## src/rtl/pdm_bank.sv

```systemverilog
// Multi-channel first-order PDM modulator bank with double-buffered levels,
// atomic commit, shared sample-rate prescaler and per-channel enables.
`timescale 1ns/1ps

module pdm_chan #(
    parameter int pBits = 8
) (
    input  logic             clk,
    input  logic             rst,
    input  logic             we,
    input  logic [pBits-1:0] data,
    input  logic             xfer,
    input  logic             tick,
    input  logic             en,
    output logic             pdm
);
    logic [pBits-1:0] shadow;
    logic [pBits-1:0] level;
    logic [pBits:0]   acc;

    always_ff @(posedge clk or posedge rst) begin
        if (rst)
            shadow <= '0;
        else if (we)
            shadow <= data;
    end

    always_ff @(posedge clk or posedge rst) begin
        if (rst)
            level <= '0;
        else if (xfer)
            level <= shadow;
    end

    // The carry out of the low pBits is the output bit; it is dropped before
    // the next add so the accumulator behaves as a modulo-2^pBits phase.
    always_ff @(posedge clk or posedge rst) begin
        if (rst)
            acc <= '0;
        else if (!en)
            acc <= '0;
        else if (tick)
            acc <= {1'b0, acc[pBits-1:0]} + {1'b0, level};
    end

    assign pdm = acc[pBits];
endmodule

module pdm_bank #(
    parameter int pBits     = 8,
    parameter int pChannels = 4,
    parameter int pDivBits  = 8,
    localparam int pAddrBits = (pChannels > 1) ? $clog2(pChannels) : 1
) (
    input  logic                 clk,
    input  logic                 rst,
    input  logic                 stb,
    input  logic [pAddrBits-1:0] addr,
    input  logic [pBits-1:0]     data,
    input  logic                 commit,
    input  logic [pDivBits-1:0]  div,
    input  logic [pChannels-1:0] en,
    output logic [pChannels-1:0] pdm,
    output logic                 tick,
    output logic                 pending
);
    typedef struct packed {
        logic                 stb;
        logic [pAddrBits-1:0] addr;
        logic [pBits-1:0]     data;
    } wr_req_t;

    wr_req_t              req;
    logic [pDivBits-1:0]  cnt;
    logic                 xfer;
    logic [pChannels-1:0] we;

    assign req = '{stb: stb, addr: addr, data: data};

    // >= compare lets a lowered div wrap immediately instead of counting
    // all the way around the counter.
    always_ff @(posedge clk or posedge rst) begin
        if (rst) begin
            cnt  <= '0;
            tick <= 1'b0;
        end else if (cnt >= div) begin
            cnt  <= '0;
            tick <= 1'b1;
        end else begin
            cnt  <= cnt + 1'b1;
            tick <= 1'b0;
        end
    end

    always_ff @(posedge clk or posedge rst) begin
        if (rst)
            pending <= 1'b0;
        else if (commit)
            pending <= 1'b1;
        else if (tick)
            pending <= 1'b0;
    end

    assign xfer = tick & pending;

    // Out-of-range addresses match no lane, so they are silently dropped.
    for (genvar i = 0; i < pChannels; i++) begin : g_chan
        assign we[i] = req.stb && (req.addr == pAddrBits'(i));

        pdm_chan #(.pBits(pBits)) u_chan (
            .clk  (clk),
            .rst  (rst),
            .we   (we[i]),
            .data (req.data),
            .xfer (xfer),
            .tick (tick),
            .en   (en[i]),
            .pdm  (pdm[i])
        );
    end
endmodule

```

## config.mk

```make
export PLATFORM = sky130hd
export DESIGN_NAME = pdm_bank
export DESIGN_NICKNAME = d
export VERILOG_FILES = /design/src/rtl/pdm_bank.sv
export SDC_FILE = /design/constraint.sdc
export NUM_CORES = 1
export LEC_CHECK = 0
export CAP_MARGIN = 20
export CORE_UTILIZATION = 35
export CTS_CLUSTER_DIAMETER = 150
export CTS_CLUSTER_SIZE = 28
export DETAILED_ROUTE_END_ITERATION = 12
export GPL_TIMING_DRIVEN = 0
export PLACE_DENSITY_LB_ADDON = 0.3
export SKIP_CTS_REPAIR_TIMING = 1
export SLEW_MARGIN = 20
export SYNTH_ARGS = -nofsm -noshare
export SYNTH_HDL_FRONTEND = slang
export SYNTH_SLANG_ARGS = --single-unit
export TNS_END_PERCENT = 10
```

## constraint.sdc

```tcl
create_clock -name clk -period 13.2 [get_ports clk]
set_input_delay 3.96 -clock clk [delete_from_list [all_inputs] [get_ports clk]]
set_output_delay 3.96 -clock clk [all_outputs]
set_load 0.02 [all_outputs]
```

==> impl_metrics.toml <==
[grt]
grt_pass1_vias = 4260
grt_usage = 0.159
grt_overflow = 0
grt_max_degree = 60
antenna_found_initial = 0
grt_first_pass_wirelength_mm = 21.5

[cells_and_area]
area_growth_pct = 15.4
seqCellArea_mm2 = 0.00275
antenna_cells = 0
multi_input_area_mm2 = 0.00300
fillers = 1596
nets = 623
drive_gt1_frac = 0.183
finalNonFillerCells = 777

[die]
die_x_um = 132
num_rows = 47
die_area_mm2 = 0.0175
die_h_um = 132
core_mm2 = 0.0166
initial_utilization = 0.358
io_pins = 32

[run]
drv_cap = 0

[clocking]
cts_tree = "built"
clk_pin_slew_ps = 70
clock_sinks = 110
cts_max_level = 3
cts_max_path_buffers = 2
clock_latency_ps = 350
numCtsBuffers = 9
cts-root-buf = "clkbuf_16"

[sta]
fmax_ghz = 0.186
fin_ws_ps = 7840
hold_viol_final = 0
finalSetupViolCount = 0
max_slew.worst_pin.slew_ps = 813
period_share = 0.406
max_slew_margin = 0.458
period_minus_slack_ps = 5360
skew_ps = 4.60
finalSetupTns_ps = 0
rsz0062_at_grt = "no"
slew_violations = 0

[synthesis]
netlist_area_mm2 = 0.00594
yosysWarnings = 0
synth-edff-count = 0
synth-seq-cells = 110
synth_cell_types = 56
synthAdderAreaFrac = 0.0999
synth_compound_area_frac = 0.150
synth_xor_xnor_area_share = 0.0177
async_flop_share = 1.00
syn-num-nets = 580
avgSynthCellArea_um2 = 11.7
synthMuxAreaShare = 0.135
syn_inst = 509
synthFlopType = "dfrtp_1"
synth_top_family_by_area = "compound AO/OA/AOI/OAI gates"
yosys.area_share.simple = 0.103
ys_seq_area_frac = 0.464

[setup_path]
max_stage_delay_ps = 590
critPathMostFrequentCell = "a211oi_1"
startpoint_type = "input pin"
ff2ff_path_depth = 6
critPathKind = "in -> reg"
cp_slowest_cell = "o21bai_1"
cp_max_fo = 9
crit_required_ps = 13390
critPathArrivalTime_ps = 5560
endpoint_kind = "flip-flop"
crit_chain = "clkdlybuf4s50_1, ha_1, nand2b_1, a211oi_1, o21bai_1, a211oi_1"

[route]
wl_mm = 13.0
num_vias = 4173
ant_nets = 0
drcViolationCount = 0
first_pass_iters = 5
drt-wirelength-per-cell_um = 16.8
drt_iter0_drc = 186
vias_per_cell = 5.37

[worst_hold_path]
hold_path.class = "reg -> reg"
worstHoldPathCells = 1

[power]
p_leak_nw = 3.18
ir_drop_mv = 0.0841
power.density_mw_per_mm2 = 180

[place]
dp_slack_ps = 7450
hpwl_mm = 9.34
gp_congestion = 0.808
io_buffers = 31
post-place-cells = 761

[outcome]
status = "completed"
==> cells in the mapped netlist, drive strengths merged, types with 2 or more instances <==
library cell / number / share of area
mux2: 64 / 0.12
nor2: 4 / 0.0025
nand3b: 11 / 0.014
clkbuf: 5 / 0.0032
o21a: 9 / 0.011
o2111ai: 2 / 0.0030
xor2: 5 / 0.0074
xnor2: 7 / 0.010
dfrtp: 110 / 0.46
a21o: 15 / 0.019
nand3: 13 / 0.011
or3: 7 / 0.0082
o31ai: 2 / 0.0025
nand4b: 2 / 0.0030
a211o: 10 / 0.015
ha: 41 / 0.086
and3: 2 / 0.0021
a31oi: 5 / 0.0053
buf: 15 / 0.014
a21oi: 11 / 0.0093
o2bb2ai: 2 / 0.0030
o311ai: 2 / 0.0030
a211oi: 22 / 0.029
nand2: 30 / 0.019
and2: 3 / 0.0032
inv: 21 / 0.013
a2111oi: 4 / 0.010
o21ai: 21 / 0.018
o211a: 5 / 0.0084
nand4: 3 / 0.0032
nor3b: 7 / 0.0097
mux2i: 8 / 0.013
nor3: 10 / 0.0084
fa: 4 / 0.013
a21boi: 4 / 0.0051
nor2b: 12 / 0.013
==> worst max-delay path: cells and delay by family <==
| kind | cells | cell delay, ps |
|---|---|---|
| compound gates | 3 | 820 |
| buf+inv | 1 | 410 |
| fa+ha+maj | 1 | 270 |
| simple gates | 1 | 100 |
==> placed cells by master (no fill, tap or decap), types with 9 or more instances in the layout <==
cell type        synthesis  layout
inv_1                   20      19
nand3_1                 13      13
o21a_1                   9       9
a211oi_1                21      21
a21o_1                  15      15
a21oi_1                 11      11
nand3b_1                11      11
clkbuf_16                0       9
nand2_1                 30      30
mux2_2                  64      64
nor2b_1                 12      12
dfrtp_1                110     110
a211o_1                 10      10
clkdlybuf4s50_1          0      31
o21ai_0                 21      21
nor3_1                  10      10
ha_1                    41      41
buf_2                   10      10
==> power breakdown <==
part           switching [W]  internal (W)  total, W
Sequential         0.0000682      0.000435  0.000503
Clock               0.000125      0.000147  0.000272
Combinational       0.000239      0.000220  0.000458
==> final cells by class <==
type	count	share of cell area
Clock inverter	7	0.0108
Clock buffer	9	0.0329
Timing Repair Buffer	32	0.0493
Inverter	21	0.0122
Buffer	20	0.0150
Tap cell	220	0.0402
Multi-Input combinational cell	358	0.438
Sequential cell	110	0.402
==> per-stage QoR <==
| step | hold slack, ps | area (um^2) | util | power, W |
|---|---|---|---|---|
| floorplan | 456 | 5940 | - | 0.000839 |
| global placement | 484 | 6520 | 0.393 | 0.000947 |
| detailed placement | 493 | 6560 | 0.395 | 0.000969 |
| CTS | 509 | 6850 | 0.413 | 0.00125 |
| global route | 518 | 6850 | 0.413 | 0.00132 |
| finish | 503 | 6850 | 0.413 | 0.00123 |
==> final timing paths <==
path / slack, ps / startpoint / to
worst max register to register: 11090 / g_chan[0].u_chan.acc[0] / g_chan[0].u_chan.acc[8]
max in group asynchronous: 8520 / rst / g_chan[1].u_chan.level[2]
worst min register to register: 500 / g_chan[2].u_chan.shadow[3] / g_chan[2].u_chan.level[3]
min in group asynchronous: 4030 / rst / g_chan[2].u_chan.shadow[1]
worst max-delay path: 7840 / div[0] / cnt[0]
worst min-delay path: 500 / g_chan[2].u_chan.shadow[3] / g_chan[2].u_chan.level[3]
==> cell families (layout without fill, tap and decap cells) <==
logic type      Yosys count  in the layout
mux                      72             72
buf+inv                  41             89
simple gates            109            109
xor+xnor                 12             12
flops                   110            110
compound gates          120            120
fa+ha+maj                45             45
==> per-layer routing <==
metal | vias up | track usage | wire (um)
met5 | - | 0 | 0
li1 | 1975 | - | -
met4 | 0 | 0.0504 | 170
met2 | 78 | 0.265 | 6340
met1 | 2108 | 0.208 | 5990
met3 | 12 | 0.0296 | 546
==> sequential cells by signal, indices dropped and copies added, names as in the netlist <==
signal,count
g_chan.u_chan.acc,36
g_chan.u_chan.level,32
g_chan.u_chan.shadow,32
cnt,8
pending,1
tick,1
Power figures use the tool's default switching activity.
